`config.mk`:
```
export PLATFORM = sky130hd
export DESIGN_NAME = amp_enable_sequencer_flat
export DESIGN_NICKNAME = d
export VERILOG_FILES = /design/src/rtl/amp_enable_sequencer_if.sv /design/src/rtl/amp_enable_sequencer.sv /design/src/flat_wrapper.sv
export SDC_FILE = /design/constraint.sdc
export NUM_CORES = 1
export LEC_CHECK = 0
export ABC_AREA = 1
export BUFFER_PORTS_ARGS = -buffer_cell sky130_fd_sc_hd__buf_2
export CAP_MARGIN = 20
export CORE_MARGIN = 2
export CORE_UTILIZATION = 40
export CTS_BUF_LIST = sky130_fd_sc_hd__clkbuf_8
export CTS_CLUSTER_DIAMETER = 80
export DETAILED_ROUTE_END_ITERATION = 12
export PLACE_DENSITY = 0.59
export SLEW_MARGIN = 5
export SYNTH_ARGS = -nofsm -noshare
export SYNTH_HDL_FRONTEND = slang
export SYNTH_SLANG_ARGS = --single-unit
export TNS_END_PERCENT = 10
```
`constraint.sdc`:
```
create_clock -name clk -period 4.63 [get_ports clk]
set_clock_uncertainty 0.1 [all_clocks]
set_input_delay 0.926 -clock clk [delete_from_list [all_inputs] [get_ports clk]]
set_output_delay 0.926 -clock clk [all_outputs]
set_load 0.01 [all_outputs]
```
`src/rtl/amp_enable_sequencer_if.sv`:
```
// amp_enable_sequencer_if: host-write and safety-check bundle for the amplifier enable sequencer
//   ctrl_wen      host write strobe (one cycle)
//   ctrl_mask     axes addressed by the write
//   ctrl_en       requested state per addressed axis (1=enable, 0=disable)
//   amp_disable   level fault from each axis safety check
//   clear_disable registered re-arm pulse back to each safety check
//   amp_enable    registered amplifier enable
//   fault_latch   sticky fault indication for host readout
//   busy          axis is clearing or settling
interface amp_enable_sequencer_if #(
    parameter int NUM_AXES = 4
);
    logic                ctrl_wen;
    logic [NUM_AXES-1:0] ctrl_mask;
    logic [NUM_AXES-1:0] ctrl_en;
    logic [NUM_AXES-1:0] amp_disable;
    logic [NUM_AXES-1:0] clear_disable;
    logic [NUM_AXES-1:0] amp_enable;
    logic [NUM_AXES-1:0] fault_latch;
    logic [NUM_AXES-1:0] busy;
    modport master (
        output ctrl_wen, ctrl_mask, ctrl_en, amp_disable,
        input  clear_disable, amp_enable, fault_latch, busy
    );
    modport slave (
        input  ctrl_wen, ctrl_mask, ctrl_en, amp_disable,
        output clear_disable, amp_enable, fault_latch, busy
    );
endinterface

```
`src/rtl/amp_enable_sequencer.sv`:
```
// amp_enable_sequencer: per-axis amplifier enable sequencing with safety-check re-arm and fault latching
//   clk    system clock
//   reset  asynchronous reset, active-low
//   bus    amp_enable_sequencer_if.slave (host writes, faults in; clear/enable/fault/busy out)
module amp_enable_sequencer #(
    parameter int NUM_AXES      = 4,
    parameter int CLR_CYCLES    = 4,
    parameter int SETTLE_CYCLES = 16
) (
    input logic                    clk,
    input logic                    reset,
    amp_enable_sequencer_if.slave  bus
);
    localparam logic [2:0] S_IDLE   = 3'd0;
    localparam logic [2:0] S_CLEAR  = 3'd1;
    localparam logic [2:0] S_SETTLE = 3'd2;
    localparam logic [2:0] S_ON     = 3'd3;
    localparam logic [2:0] S_FAULT  = 3'd4;
    localparam logic [7:0] CLR_LOAD    = 8'(CLR_CYCLES - 1);
    localparam logic [7:0] SETTLE_LOAD = 8'(SETTLE_CYCLES - 1);
    logic [NUM_AXES-1:0] w_clear;
    logic [NUM_AXES-1:0] w_enable;
    logic [NUM_AXES-1:0] w_fault;
    logic [NUM_AXES-1:0] w_busy;
    for (genvar g = 0; g < NUM_AXES; g++) begin : g_axis
        logic [2:0] r_state;
        logic [2:0] w_nxt;
        logic [7:0] r_cnt;
        logic [7:0] w_cnt_nxt;
        logic       r_clear;
        logic       r_enable;
        logic       r_fault;
        logic       r_busy;
        logic       w_on;
        logic       w_off;
        logic       w_flt;
        logic       w_settle_first;
        assign w_on  = bus.ctrl_wen & bus.ctrl_mask[g] & bus.ctrl_en[g];
        assign w_off = bus.ctrl_wen & bus.ctrl_mask[g] & ~bus.ctrl_en[g];
        assign w_flt = bus.amp_disable[g];
        // The safety check's disable is still falling during the first SETTLE
        // cycle (its clear is asynchronous), so a fault is ignored there.
        assign w_settle_first = (r_cnt == SETTLE_LOAD);
        always_comb begin
            w_nxt     = r_state;
            w_cnt_nxt = r_cnt;
            case (r_state)
                S_IDLE: begin
                    w_nxt     = w_on ? S_CLEAR : S_IDLE;
                    w_cnt_nxt = w_on ? CLR_LOAD : r_cnt;
                end
                S_CLEAR: begin
                    w_nxt     = w_off ? S_IDLE : (r_cnt == 8'd0) ? S_SETTLE : S_CLEAR;
                    w_cnt_nxt = w_off ? 8'd0 : (r_cnt == 8'd0) ? SETTLE_LOAD : r_cnt - 8'd1;
                end
                S_SETTLE: begin
                    if (w_flt && !w_settle_first) begin
                        w_nxt     = S_FAULT;
                        w_cnt_nxt = 8'd0;
                    end else if (w_off) begin
                        w_nxt     = S_IDLE;
                        w_cnt_nxt = 8'd0;
                    end else if (r_cnt == 8'd0) begin
                        w_nxt     = S_ON;
                    end else begin
                        w_cnt_nxt = r_cnt - 8'd1;
                    end
                end
                S_ON: begin
                    w_nxt = w_flt ? S_FAULT : w_off ? S_IDLE : S_ON;
                end
                S_FAULT: begin
                    w_nxt     = w_on ? S_CLEAR : w_off ? S_IDLE : S_FAULT;
                    w_cnt_nxt = w_on ? CLR_LOAD : r_cnt;
                end
                default: begin
                    w_nxt     = S_IDLE;
                    w_cnt_nxt = 8'd0;
                end
            endcase
        end
        // Outputs are decoded from the next state into flops so they move on
        // the same edge as the state and clear_disable is glitch-free.
        always_ff @(posedge clk or negedge reset) begin
            if (!reset) begin
                r_state  <= S_IDLE;
                r_cnt    <= 8'd0;
                r_clear  <= 1'b0;
                r_enable <= 1'b0;
                r_fault  <= 1'b0;
                r_busy   <= 1'b0;
            end else begin
                r_state  <= w_nxt;
                r_cnt    <= w_cnt_nxt;
                r_clear  <= (w_nxt == S_CLEAR);
                r_enable <= (w_nxt == S_ON);
                r_busy   <= (w_nxt == S_CLEAR) || (w_nxt == S_SETTLE);
                r_fault  <= (w_nxt == S_FAULT) ? 1'b1 : (w_on | w_off) ? 1'b0 : r_fault;
            end
        end
        assign w_clear[g]  = r_clear;
        assign w_enable[g] = r_enable;
        assign w_fault[g]  = r_fault;
        assign w_busy[g]   = r_busy;
    end
    assign bus.clear_disable = w_clear;
    assign bus.amp_enable    = w_enable;
    assign bus.fault_latch   = w_fault;
    assign bus.busy          = w_busy;
endmodule
```
`src/flat_wrapper.sv`:
```
// flat-port wrapper written by rule: the top's interface ports become plain ports
module amp_enable_sequencer_flat 
#(
    parameter int NUM_AXES      = 4,
    parameter int CLR_CYCLES    = 4,
    parameter int SETTLE_CYCLES = 16
)
  (clk, reset, bus_ctrl_wen, bus_ctrl_mask, bus_ctrl_en, bus_amp_disable, bus_clear_disable, bus_amp_enable, bus_fault_latch, bus_busy);
  amp_enable_sequencer_if #(.NUM_AXES(NUM_AXES)) bus_i ();
  input logic clk;
  input logic reset;
  input wire logic [$bits(bus_i.ctrl_wen)-1:0] bus_ctrl_wen;
  input wire logic [$bits(bus_i.ctrl_mask)-1:0] bus_ctrl_mask;
  input wire logic [$bits(bus_i.ctrl_en)-1:0] bus_ctrl_en;
  input wire logic [$bits(bus_i.amp_disable)-1:0] bus_amp_disable;
  output wire logic [$bits(bus_i.clear_disable)-1:0] bus_clear_disable;
  output wire logic [$bits(bus_i.amp_enable)-1:0] bus_amp_enable;
  output wire logic [$bits(bus_i.fault_latch)-1:0] bus_fault_latch;
  output wire logic [$bits(bus_i.busy)-1:0] bus_busy;
  assign bus_i.ctrl_wen = bus_ctrl_wen;
  assign bus_i.ctrl_mask = bus_ctrl_mask;
  assign bus_i.ctrl_en = bus_ctrl_en;
  assign bus_i.amp_disable = bus_amp_disable;
  assign bus_clear_disable = bus_i.clear_disable;
  assign bus_amp_enable = bus_i.amp_enable;
  assign bus_fault_latch = bus_i.fault_latch;
  assign bus_busy = bus_i.busy;
  amp_enable_sequencer #(.NUM_AXES(NUM_AXES), .CLR_CYCLES(CLR_CYCLES), .SETTLE_CYCLES(SETTLE_CYCLES)) u_core (.clk(clk), .reset(reset), .bus(bus_i));
endmodule
```
==> impl_metrics.ini <==
[pwr]
powerDensity_nw_per_um2 = 680
ir_drop_mv = 0.299
leakage_nw = 2.41
power.total_mw = 2.99

[run_status]
status = finished, final reports clean

[floorplanning]
core_um2 = 9770
die_area_um2 = 10900
die_w_um = 104
initial_utilization = 0.413
rows = 36
die_h_um = 104
ios = 31

[cts]
h-tree-depth = 3
cts_root_buf = clkbuf_8
clockBufferDepth = 2
holdBufCountCts = 0
cts.clk_slew.worst_paths_ns = 0.06
cts.sinks = 60
clkLatencyLatePin_ns = 0.33
cts_resized = 0
post-cts-setup-buffers = 0
numCtsBuffers = 9
cts_tree = done

[timing]
tns_ns = 0
max_freq_ghz = 0.487
slew_violations = 0
hold_viol_final = 0
min_period_ns = 2.06
setup-violations-final = 0
rsz0062_at_grt = no
period_share = 0.444
worstMarginPinSlew_ns = 0.634
final.setup.worst_slack_ns = 2.57
slew_headroom = 0.577

[synth]
yosysUniqueCellTypes = 38
synthCells = 545
syn-cell-area_um2 = 4030
syn-num-nets = 572
yosys_warnings = 0
seq_area_frac_synth = 0.372
synth-seq-cells = 60
syn_avg_cell_area_um2 = 7.40

[cells_and_area]
nets = 594
final_cell_area_um2 = 4390
n_antenna_cell = 0
multi_input_area_um2 = 2070
drive_gt1_frac = 0.154
seq_area_um2 = 1500
area_growth_pct = 8.81
final.fill_count = 1029

[job]
max_cap_viol_count = 0

[route]
drcViolationCount = 0
postRouteAntennaNets = 0
num_vias = 3431
wl_mm = 8.44
via_per_inst = 4.87
wl_per_cell_um = 12.0
drt-initial-drc-count = 122
first_pass_iters = 4

[place]
dp_slack_ns = 2.22
hpwl_mm = 6.38
place_area_um2 = 4210
io_buffers = 30
gp_congestion = 0.893

[critical_path]
cp_slowest_cell = nand2_1
worstSetupPathType = input pin to register
cp-start-kind = input pin
max_stage_delay_ns = 0.28
crit_arrival_ns = 2.17
critPathMaxFanout = 12
cp_data_required_time_ns = 4.74
crit_chain = buf_2 -> nand2_2 -> inv_1 -> nand2_1 -> nand4_1 -> nand2_2 -> inv_2 -> nand2_1 -> nand2_1
end_kind = register
crit_top_cell = nand2_1

[global_routing]
antenna_found_initial = 0
first_global_vias = 3406
grt_overflow_total = 0
grt_start_max_net_pins = 35
grtUsageTotal = 0.168
grt_pass1_wl_mm = 15.2

[min_path]
hold_class = register to register
-- stage by stage --
step	std cells	utilization	hold WS, ns
detailed placement	689	0.430	0.382
global placement	689	0.430	0.377
floorplan	545	-	0.351
finish	705	0.449	0.391
CTS	705	0.449	0.397
global route	705	0.449	0.412
-- layout by cell type, fill, tap and decap left out, types with 2 or more instances in the layout --
master,count
nand2_2,6
inv_2,2
nor2_4,4
a21oi_1,9
nor2_1,37
nor3_1,5
o21ai_2,4
a32o_1,2
buf_2,30
o21ai_1,5
nor3_2,6
clkinv_2,3
or2_1,2
a21o_1,2
clkbuf_8,9
dfrtp_1,60
xor2_1,20
o21ai_0,16
o211ai_1,5
ha_1,12
xnor2_1,2
nand2_1,159
inv_1,81
nor2_2,7
nand4_1,23
nand3_2,5
nand2_4,2
nand3_1,41
-- area by class of cell --
cell class,count,area share
Clock buffer,9,0.0282
Clock inverter,7,0.0137
Inverter,82,0.0713
Multi-Input combinational cell,383,0.471
Sequential cell,60,0.342
Tap cell,133,0.0379
Timing Repair Buffer,31,0.0359
-- logic make-up (layout without fill, tap and decap cells) --
group | count (synthesis) | in the layout | share of synthesized area
simple gates | 302 | 302 | 0.354
compound gates | 47 | 47 | 0.0735
buf+inv | 102 | 129 | 0.115
xor+xnor | 22 | 22 | 0.0478
fa+ha+maj | 12 | 12 | 0.0372
flops | 60 | 60 | 0.372
-- synthesized netlist by cell type, drive strengths merged --
library cell / number / area [um^2]
clkinv: 1 / 8.76
dfrtp: 60 / 1500
a31oi: 1 / 6.26
a21oi: 10 / 53.8
o21ai: 26 / 156
nor2: 48 / 228
a32o: 2 / 20.0
a21o: 2 / 15.0
nand2: 167 / 657
xnor2: 2 / 17.5
buf: 20 / 153
o211ai: 5 / 37.5
ha: 12 / 150
o21bai: 1 / 7.51
xor2: 20 / 175
nand3b: 2 / 18.8
inv: 81 / 304
or2: 4 / 27.5
nor3: 11 / 85.1
nand4: 24 / 156
nand3: 46 / 255
-- where the power goes --
group / switching [mW] / internal [mW] / leakage (nW) / total [mW]
Clock: 0.207 / 0.242 / 0.101 / 0.449
Combinational: 1.08 / 0.559 / 1.51 / 1.64
Sequential: 0.171 / 0.727 / 0.797 / 0.898
-- worst max-delay path: cells and delay by family --
kind | cells | cell delay, ns
buffers and inverters | 3 | 0.29
AND/OR/NAND/NOR | 6 | 0.95
-- state kept, by name (all words and copies together), names as in the netlist --
register	flops
u_core.g_axis.r_state	12
u_core.g_axis.r_clear	4
u_core.g_axis.r_busy	4
u_core.g_axis.r_cnt	32
u_core.g_axis.r_enable	4
u_core.g_axis.r_fault	4
-- worst paths after layout --
path	from	endpoint	slack [ns]	depth (start not counted)
max in group asynchronous	reset	u_core.g_axis[0].r_cnt[2]$_DFFE_PN0P_	3.03	2
worst min register to register	u_core.g_axis[0].r_fault$_DFFE_PN0P_	u_core.g_axis[0].r_fault$_DFFE_PN0P_	0.39	1
worst min-delay path	u_core.g_axis[0].r_fault$_DFFE_PN0P_	u_core.g_axis[0].r_fault$_DFFE_PN0P_	0.39	1
worst max register to register	u_core.g_axis[1].r_cnt[0]$_DFFE_PN0P_	u_core.g_axis[1].r_cnt[4]$_DFFE_PN0P_	2.67	9
min in group asynchronous	reset	u_core.g_axis[3].r_cnt[1]$_DFFE_PN0P_	0.52	1
worst max-delay path	bus_ctrl_wen	u_core.g_axis[2].r_cnt[2]$_DFFE_PN0P_	2.57	9
-- routing by layer --
metal | global-route usage | wire length (um) | up-vias
met1 | 0.218 | 4060 | 1604
met2 | 0.286 | 4030 | 56
met3 | 0.0363 | 267 | 8
met5 | 0 | 0 | -
li1 | - | - | 1763
met4 | 0.0357 | 83 | 0
Power figures use the tool's default switching activity.
